[src/rtl/rotary_decoder.sv]
// Quadrature rotary encoder front end: synchronizes and debounces both channels,
// then tracks detents with a Gray-sequence FSM that produces step pulses, a position count and error pulses.
module rotary_decoder #(
    parameter int unsigned DEBOUNCE_CYCLES = 50000,
    parameter int unsigned CNT_W           = 16
) (
    input  logic       clk,
    input  logic       rst_n,
    input  logic       ROT_A,
    input  logic       ROT_B,
    output logic       step_cw,
    output logic       step_ccw,
    output logic [7:0] pos,
    output logic       err,
    output logic       a_db,
    output logic       b_db
);

    localparam int unsigned NUM_CH = 2;
    localparam int unsigned POS_W  = 8;
    localparam logic [CNT_W-1:0] CNT_LAST = CNT_W'(DEBOUNCE_CYCLES - 1);

    typedef enum logic [2:0] {
        IDLE   = 3'd0,
        CW1    = 3'd1,
        CW2    = 3'd2,
        CW3    = 3'd3,
        CCW1   = 3'd4,
        CCW2   = 3'd5,
        CCW3   = 3'd6,
        RESYNC = 3'd7
    } state_t;

    // Bit 1 carries channel A, bit 0 carries channel B throughout.
    logic [NUM_CH-1:0] sync1;
    logic [NUM_CH-1:0] sync2;
    logic [NUM_CH-1:0] stable;
    logic [1:0]        ab;

    state_t state;
    state_t state_nxt;
    logic   cw_c;
    logic   ccw_c;
    logic   err_c;

    // Two-flop synchronizer; reset to the idle-high level of the encoder.
    always_ff @(posedge clk or negedge rst_n) begin
        if (!rst_n) begin
            sync1 <= '1;
            sync2 <= '1;
        end else begin
            sync1 <= {ROT_A, ROT_B};
            sync2 <= sync1;
        end
    end

    // A level is accepted only after DEBOUNCE_CYCLES consecutive mismatching cycles.
    for (genvar i = 0; i < NUM_CH; i++) begin : g_db
        logic [CNT_W-1:0] cnt;
        logic             level;

        always_ff @(posedge clk or negedge rst_n) begin
            if (!rst_n) begin
                cnt   <= '0;
                level <= 1'b1;
            end else if (sync2[i] == level) begin
                cnt <= '0;
            end else if (cnt == CNT_LAST) begin
                cnt   <= '0;
                level <= sync2[i];
            end else begin
                cnt <= cnt + CNT_W'(1);
            end
        end

        assign stable[i] = level;
    end

    assign a_db = stable[1];
    assign b_db = stable[0];
    assign ab   = stable;

    always_ff @(posedge clk or negedge rst_n) begin
        if (!rst_n) begin
            state <= IDLE;
        end else begin
            state <= state_nxt;
        end
    end

    // Each state owns one expected code; one-bit moves step forward/back, two-bit moves are illegal.
    always_comb begin
        state_nxt = state;
        cw_c      = 1'b0;
        ccw_c     = 1'b0;
        err_c     = 1'b0;
        case (state)
            IDLE: begin
                case (ab)
                    2'b10:   state_nxt = CW1;
                    2'b01:   state_nxt = CCW1;
                    2'b00:   begin state_nxt = RESYNC; err_c = 1'b1; end
                    default: state_nxt = IDLE;
                endcase
            end
            CW1: begin
                case (ab)
                    2'b00:   state_nxt = CW2;
                    2'b11:   state_nxt = IDLE;
                    2'b01:   begin state_nxt = RESYNC; err_c = 1'b1; end
                    default: state_nxt = CW1;
                endcase
            end
            CW2: begin
                case (ab)
                    2'b01:   state_nxt = CW3;
                    2'b10:   state_nxt = CW1;
                    2'b11:   begin state_nxt = RESYNC; err_c = 1'b1; end
                    default: state_nxt = CW2;
                endcase
            end
            CW3: begin
                case (ab)
                    2'b11:   begin state_nxt = IDLE; cw_c = 1'b1; end
                    2'b00:   state_nxt = CW2;
                    2'b10:   begin state_nxt = RESYNC; err_c = 1'b1; end
                    default: state_nxt = CW3;
                endcase
            end
            CCW1: begin
                case (ab)
                    2'b00:   state_nxt = CCW2;
                    2'b11:   state_nxt = IDLE;
                    2'b10:   begin state_nxt = RESYNC; err_c = 1'b1; end
                    default: state_nxt = CCW1;
                endcase
            end
            CCW2: begin
                case (ab)
                    2'b10:   state_nxt = CCW3;
                    2'b01:   state_nxt = CCW1;
                    2'b11:   begin state_nxt = RESYNC; err_c = 1'b1; end
                    default: state_nxt = CCW2;
                endcase
            end
            CCW3: begin
                case (ab)
                    2'b11:   begin state_nxt = IDLE; ccw_c = 1'b1; end
                    2'b00:   state_nxt = CCW2;
                    2'b01:   begin state_nxt = RESYNC; err_c = 1'b1; end
                    default: state_nxt = CCW3;
                endcase
            end
            RESYNC: begin
                if (ab == 2'b11) begin
                    state_nxt = IDLE;
                end
            end
            default: state_nxt = IDLE;
        endcase
    end

    // Pulses and position update on the same edge, so pos is current while a pulse is high.
    always_ff @(posedge clk or negedge rst_n) begin
        if (!rst_n) begin
            step_cw  <= 1'b0;
            step_ccw <= 1'b0;
            err      <= 1'b0;
            pos      <= '0;
        end else begin
            step_cw  <= cw_c;
            step_ccw <= ccw_c;
            err      <= err_c;
            if (cw_c) begin
                pos <= pos + POS_W'(1);
            end else if (ccw_c) begin
                pos <= pos - POS_W'(1);
            end
        end
    end

endmodule
[config.mk]
export PLATFORM = sky130hd
export DESIGN_NAME = rotary_decoder
export DESIGN_NICKNAME = d
export VERILOG_FILES = /design/src/rtl/rotary_decoder.sv
export SDC_FILE = /design/constraint.sdc
export NUM_CORES = 1
export LEC_CHECK = 0
export CORE_MARGIN = 3
export CORE_UTILIZATION = 28
export DETAILED_ROUTE_END_ITERATION = 8
export GPL_ROUTABILITY_DRIVEN = 1
export PLACE_DENSITY = 0.48
export SKIP_CTS_REPAIR_TIMING = 1
export SLEW_MARGIN = 30
export SYNTH_ARGS = -nofsm -noshare
export SYNTH_HDL_FRONTEND = slang
export SYNTH_SLANG_ARGS = --single-unit
[constraint.sdc]
create_clock -name clk -period 3.5 [get_ports clk]
set_clock_uncertainty 0.15 [all_clocks]
set_input_delay 0.7 -clock clk [delete_from_list [all_inputs] [get_ports clk]]
set_output_delay 0.7 -clock clk [all_outputs]
set_load 0.1 [all_outputs]
Yosys cells after proc, flatten, opt, wreduce, memory -nomap -nowiden --
Index checks and enable logic that the tools add are counted.
Word-level totals: bits in registers 52, latch bits 0, memory bits (writable) 0, ROM bits 0, bits of input ports 4, output and inout bits 13, logic and storage cells 62, memories 0
Operators by class: $add $sub $neg 4, multiply operators 0, divide/modulo/power cells 0, magnitude comparators 0, equality and inequality tests 15, shifts and indexed selects 0, mux-type cells 22, bitwise gates (word level) 2, reductions and logical operators 8
Operators with widths (count):
- two-way mux 16 bit | 4
- case mux 3 bit (3 select lines) | 6
- adder 16 x 1 -> 16 bit (second input constant) | 2
- == test 16 bit (second input constant) | 2
- case mux 3 bit (8 select lines) | 1
- two-way mux 8 bit | 2
- == test 3 bit (second input constant) | 4
- adder 8 x 1 -> 8 bit (second input constant) | 1
- subtractor 8 x 1 -> 8 bit (second input constant) | 1
- == test 3 x 2 -> 1 bit (second input constant) | 2
- two-way mux 1 bit | 6
- case mux 2 bit (3 select lines) | 1
- OR reduction 2 bit | 3
- == test 2 bit (second input constant) | 2
- case mux 1 bit (4 select lines) | 1
- AND reduction 2 bit | 2
- == test 3 x 1 -> 1 bit (second input constant) | 1
- logical NOT 3 bit | 1
- two-way mux 3 bit | 1
- == test 1 bit | 2
- == test 2 x 1 -> 1 bit (second input constant) | 1
- logical NOT 2 bit | 1
- inequality test 2 bit (second input constant) | 1
- NOT 1 bit | 2
- nonzero test 2 bit | 1

Logic depth before layout (Yosys ltp) --
Gate-level depths: netlist of run 1.
depth after elaboration 5, mapped depth 8, depth with buffers taken out 7

Worst setup path after synthesis of run 1 --
Ideal clock, no wire load.
path type register -> register, start point reg g_db[0].level, in the netlist b_db, end point reg pos[5], library setup time 0.069 ns, data arrival time 2.908 ns, data required time 3.281 ns, path slack 0.372 ns, cell stages (with the launch flop) 9, buffers on the path 1, clock period less this slack 3.128 ns, cell sequence dfstp_2 > ha_1 > buf_2 > nand4b_1 > ha_1 > a211oi_1 > o21bai_1 > a2111o_1 > nand3_1
On the way: cells in the longest elaborated chain, start to end 4, elaborated cells between the ends (all ways) 6, those cells by class eq/ne: 1; mux: 4; reduce/logical: 1
RTL lines:
- start, declared | line 60 | logic level;
- start signal, assigned | line 70 | level <= sync2[i];
- == test 2 bit (*) | line 123, 147
- two-way mux 1 bit (*) | line 123, 147
- two-way mux 1 bit | line 97 | case (state)
- two-way mux 8 bit / nonzero test 2 bit (equally long branches)
- end signal, assigned | line 175 | pos <= pos + POS_W'(1);
- end signal, assigned | line 177 | pos <= pos - POS_W'(1);
- end, declared | line 13 | output logic [7:0] pos,
Mark *: on every way between the ends. The rest lies on a longest branch, timed or not. A chain may end at the register's enable or synchronous reset.

Worst setup path after layout of run 1 --
start point reg g_db[1].level, in the netlist a_db, end point reg pos[5]
On the way: cells in the longest elaborated chain, start to end 4, elaborated cells between the ends (all ways) 6, those cells by class eq/ne: 1; mux: 4; reduce/logical: 1
RTL lines (line):
- start, declared | 60
- start signal, assigned | 70
- == test 2 bit (*) | 123, 147
- two-way mux 1 bit (*) | 123, 147
- two-way mux 1 bit | 97
- two-way mux 8 bit / nonzero test 2 bit (equally long branches)
Marks and branches as above.

==> reports/qor.yml, run 1 <==
floorplan:
  ios: 17
  num_rows: 36
  die_area_um2: 11790
  die_width_um: 108.6
  initial_utilization_pct: 29.45
  fp.coreArea_um2: 10000
  die_h_um: 108.6
grt:
  grt.overflow.total: 0
  grt_pass1_wl_um: 9846
  grt_max_degree: 23
  grt_pass1_vias: 2121
  grtUsageTotal_pct: 10.26
  antenna_found_initial: 0
timing:
  worst_slew_pin_slew_ns: 0.5673
  clock.fmax_mhz: 357.7
  fin_crit_sh_pct: 79.87
  slew_viol_final: 0
  setup_viol: 0
  tns_ns: 0
  relSlewSlack_pct: 62.04
  rsz0062_at_grt: "no"
  layout_setup_ws_ns: 0.7046
  min_period_ns: 2.795
  hold_viol: 0
placement:
  portBuffers: 16
  dp_slack_ns: 0.7154
  place_hpwl_um: 4157
  gp_congestion: 0.7758
critical_path:
  r2r_start: "a_db"
  regToRegEndpoint: "pos[5]"
  r2r_cells: 8
  critPathMostFrequentCell: "ha_1"
  crit_type: "flop to flop"
  crit_chain: "ha_1 > nand4b_1 > buf_4 > ha_1 > a211oi_1 > o21bai_1 > a2111o_1 > nand3_1"
  cp-end-kind: "flop"
  cp_slowest_stage_delay_ns: 0.62
  cp_max_fo: 10
  startpoint_type: "flop"
  cp_slowest_cell: "dfstp_2"
  worstPathArrival_ns: 2.88
  required_ns: 3.59
  ff2ff_setup_slack_ns: 0.70
final_layout:
  area_delta_synth_final_pct: 13.13
  diodes: 0
  mostFrequentLayoutCell: "dfrtp_1"
  final_cell_mix: "46 x dfrtp_1, 34 x nor2_1, 19 x nand2_1, 19 x buf_4, 16 x xnor2_1"
  layout-drive-gt1-share_pct: 14.69
  layout.nets: 339
  n_fill_cell: 1051
clock_network:
  root_buffer: "clkbuf_8"
  cts_max_path_buffers: 2
  insertion_delay_ns: 0.30
  tritoncts: "yes"
  clk_pin_slew_ns: 0.09
  cts_buffers: 5
  ctsHtreeMaxLevel: 2
  clkSinkCount: 52
logic_synthesis:
  syn_area_um2: 2945
  synth_cell_types: 50
  synth_top_flop_cell: "dfrtp_1"
  synth_edf_count: 0
  yosys_warnings: 0
  ys_async_sr_fraction_pct: 100.0
  avgSynthCellArea_um2: 9.818
  syn_inst: 300
  seq_area_frac_synth_pct: 44.44
  synth_fp_nets: 320
  synth-seq-cells: 52
outcome:
  outcome: "finished, final reports clean"
detailed_routing:
  antenna_left: 0
  wl_um: 5824
  vias: 2195
  viasPerCell: 4.845
  drc_errors: 0
  wl_per_cell_um: 12.86
  drt_iter0_markers: 102
  drtPass1Iterations: 7
pwr:
  leakagePower_nw: 1.466
  power_density_nw_per_um2: 300.2
  ir_worst_vdd_mv: 0.1801
hold_path:
  worst_hold_path_type: "primary input to async pin"
job:
  maxCapViolations: 0
[per-layer routing]
layer	GRT usage, %	up-vias	routed length [um]
met5	0	-	0
met4	2.795	0	36
met3	2.448	2	209
met2	17.21	28	2731
met1	13.21	1045	2846
li1	-	1120	-
[registers in the layout (all words and copies together) (netlist names)]
signal / count
g_db.cnt: 32
pos: 8
state: 3
sync1: 2
sync2: 2
a_db: 1
b_db: 1
err: 1
step_ccw: 1
step_cw: 1
[power by group]
| part | leakage [nW] | internal [mW] | switching (mW) |
|---|---|---|---|
| clock network | 0.0510 | 0.158 | 0.192 |
| registers | 0.685 | 0.610 | 0.00714 |
| logic | 0.730 | 0.00987 | 0.0225 |
| total | 1.47 | 0.778 | 0.222 |
[Yosys cell counts, types with 2 or more instances]
master,instances,share of area (%)
dfrtp_1,46,39
nor2_1,34,4.3
nand2_1,19,2.4
xnor2_1,16,4.8
ha_1,15,6.4
a21oi_1,13,2.2
inv_1,13,1.7
nand3_1,13,2.2
xor2_1,12,3.6
nand4_1,10,2.1
o21ai_0,10,1.7
and3_1,7,1.5
clkbuf_1,7,0.89
dfstp_2,6,5.4
mux2i_1,6,2.0
nor3_1,6,1.0
mux2_2,5,1.9
nor4_1,5,1.1
o22ai_1,4,0.85
o31ai_1,4,1.0
or3_1,4,0.85
a211oi_1,3,0.76
nand4b_1,3,0.89
nor4bb_1,3,1.0
or2_2,3,0.64
or4_1,3,0.76
a31oi_1,2,0.42
buf_2,2,0.34
nand2b_1,2,0.42
nor4b_1,2,0.59
o2111ai_1,2,0.59
o21bai_1,2,0.51
[area by class of cell]
type	instances	area (um^2)	area share, %
Inverter	13	48.80	1.465
Multi-Input combinational cell	225	1548	46.45
Timing Repair Buffer	22	167.7	5.032
Sequential cell	52	1309	39.28
Clock buffer	6	82.58	2.478
Tap cell	133	166.4	4.994
Clock inverter	2	10.01	0.3004
[metrics by stage]
step | hold slack, ns | cell area [um^2] | utilization, % | std cells | power (mW)
final | 0.1593 | 3332 | 33.32 | 453 | 1.000
after global routing | 0.1839 | 3332 | 33.32 | 453 | 1.054
after CTS | 0.1709 | 3332 | 33.32 | 453 | 1.024
after detailed placement | 0.1968 | 3239 | 32.39 | 445 | 0.6629
after global placement | 0.1959 | 3239 | 32.39 | 445 | 0.6622
after floorplan | 0.1952 | 2945 | - | 300 | 0.6409
[kinds of logic (layout without fill, tap and decap cells)]
kind of cell	count (synthesis)	after routing	synth area share, %
XOR/XNOR	28	28	8.326
AND/OR/NAND/NOR	121	121	22.35
adder cells (fa/ha/maj)	16	16	7.052
multiplexers	11	11	3.951
AO/OA/AOI/OAI	49	49	10.88
buffers and inverters	23	43	3.016
flip-flops	52	52	44.43
[how the worst max path moves through the flow]
stage,start,to,cells past startpoint
floorplan,b_db,pos[5],8
global placement,a_db,pos[5],8
detailed placement,a_db,pos[5],8
CTS,a_db,pos[5],8
global route,a_db,pos[5],8
finish,a_db,pos[5],8
[critical path, delay by kind of cell, from the launching register on]
| family | cells | cell delay (ns) |
|---|---|---|
| adder cells (fa/ha/maj) | 2 | 0.64 |
| buffers and inverters | 1 | 0.19 |
| AND/OR/NAND/NOR | 2 | 0.20 |
| flip-flops | 1 | 0.62 |
| AO/OA/AOI/OAI | 3 | 0.92 |
Note: power is estimated with default switching activity, not from simulation.
==> inputs of run 2 (changes only) <==
- clock period: 3.5 -> 2.68 ns (I/O delays scaled with it)
==> reports/qor.yml, run 2 (synthesis gave the netlist of run 1 again) <==
floorplan:
  die_width_um: 108.6
  ios: 17
  fp.coreArea_um2: 10000
  num_rows: 36
  initial_utilization_pct: 29.45
  die_h_um: 108.6
  die_area_um2: 11790
critical_path:
  cp-end-kind: "flop"
  crit_chain: "ha_4 > nand4b_1 > buf_4 > ha_1 > a21oi_2 > o31a_1 > or4_1 > nand3_1"
  startpoint_type: "flop"
  r2r_cells: 8
  cp_max_fo: 10
  cp_slowest_stage_delay_ns: 0.64
  cp_slowest_cell: "dfstp_4"
  worstPathArrival_ns: 2.62
  crit_type: "flop to flop"
  required_ns: 2.77
timing:
  fin_crit_sh_pct: 94.44
  relSlewSlack_pct: 45.10
  setup_viol: 0
  rsz0062_at_grt: "no"
  worst_slew_pin_slew_ns: 0.8235
  hold_viol: 0
  min_period_ns: 2.531
  slew_viol_final: 0
  clock.fmax_mhz: 395.1
clock_network:
  clk_pin_slew_ns: 0.10
  root_buffer: "clkbuf_8"
  clkSinkCount: 52
  ctsHtreeMaxLevel: 2
  cts_max_path_buffers: 2
  cts_buffers: 5
  insertion_delay_ns: 0.31
  tritoncts: "yes"
grt:
  grt_pass1_wl_um: 10460
  grtUsageTotal_pct: 10.83
  grt_pass1_vias: 2224
  grt_max_degree: 36
  antenna_found_initial: 0
  grt.overflow.total: 0
placement:
  portBuffers: 16
  placed_cell_area_um2: 3303
  place_hpwl_um: 4232
  gp_congestion: 0.7295
job:
  maxCapViolations: 0
final_layout:
  layout-drive-gt1-share_pct: 16.72
  area_delta_synth_final_pct: 15.34
  n_fill_cell: 1048
  largest_reg_flops: 32
  largest-register: "g_db.cnt"
  final_cell_mix: "46 x dfrtp_1, 34 x nor2_1, 22 x buf_4"
  diodes: 0
  layout.nets: 342
  fin_area_um2: 3397
  largestRegisters: "g_db.cnt: 32 flops, pos: 8 flops, state: 3 flops"
  mostFrequentLayoutCell: "dfrtp_1"
detailed_routing:
  drtPass1Iterations: 4
  antenna_left: 0
  drt-met1-wl_um: 3005
  wl_met2_um: 2650
  vias: 2223
  wl_um: 5903
  dr_wl_met3_um: 198
  top_layer_used: "met4"
  wl_per_cell_um: 12.95
  drt_iter0_markers: 45
  drc_errors: 0
  viasPerCell: 4.875
pwr:
  ir_worst_vdd_mv: 0.2185
  power_density_nw_per_um2: 388.4
  power.net_switching_uw: 318.8
  clkPwrFrac_pct: 35.7
  p_total_mw: 1.319
  combPwrFrac_pct: 3.2
  p_int_mw: 1.001
  leakagePower_nw: 1.478
  swShare_pct: 24.16
  power_frac_seq_pct: 61.1
hold_path:
  worst_hold_path_type: "primary input to async pin"
outcome:
  outcome: "finished, final reports clean"
-- run 2: worst max-delay path: cells and delay by family, from the launching register on --
| kind | cells | cell delay, ns |
|---|---|---|
| and+or+nand+nor | 3 | 0.58 |
| DFF | 1 | 0.64 |
| adders and majority gates | 2 | 0.55 |
| buffers and inverters | 1 | 0.19 |
| AOI/OAI and AO/OA | 2 | 0.35 |
-- run 2: area by class of cell --
class	instances	area [um^2]	share of cell area, %
multi-input cells	225	1582	46.56
clock buffers	5	68.82	2.026
repair buffers	25	190.2	5.599
inverters	13	48.80	1.436
clock inverters	3	25.02	0.7366
flip-flops and latches	52	1316	38.75
well taps	133	166.4	4.899
-- run 2: through the flow --
stage / setup TNS (ns) / std cells / setup slack [ns] / util (%) / hold slack, ns
floorplan: -0.8842 / 300 / -0.2468 / - / 0.09041
global placement: 0 / 448 / 0.2354 / 33.03 / 0.1961
detailed placement: 0 / 448 / 0.1740 / 33.03 / 0.1976
CTS: 0 / 456 / 0.1517 / 33.97 / 0.1898
global route: 0 / 456 / 0.05281 / 33.97 / 0.2124
finish: 0 / 456 / 0.1489 / 33.97 / 0.1712
-- run 2: per-layer routing --
layer	global-route usage, %	vias to the layer above
met1	14.92	1067
met2	16.86	32
met4	3.246	0
li1	-	1120
met5	0	-
met3	2.567	4
-- run 2: path summary, 6_finish.rpt --
path                               start             end  slack [ns]
worst min register to register  sync1[1]        sync2[1]        0.21
worst max register to register      b_db          pos[6]        0.15
max in group asynchronous          rst_n  g_db[0].cnt[1]        1.55
worst max-delay path                b_db          pos[6]        0.15
min in group clk                sync1[1]        sync2[1]        0.21
worst min-delay path               rst_n          pos[6]        0.17
-- run 2: power groups by stage --
stage          clock network [mW]  registers [mW]  logic, mW
2_1_floorplan                   0           0.820     0.0169
3_3_place_gp                    0           0.821     0.0438
3_5_place_dp                    0           0.821     0.0439
4_1_cts                     0.498           0.807     0.0438
5_1_grt                     0.529           0.809     0.0497
6_report                    0.472           0.806     0.0416
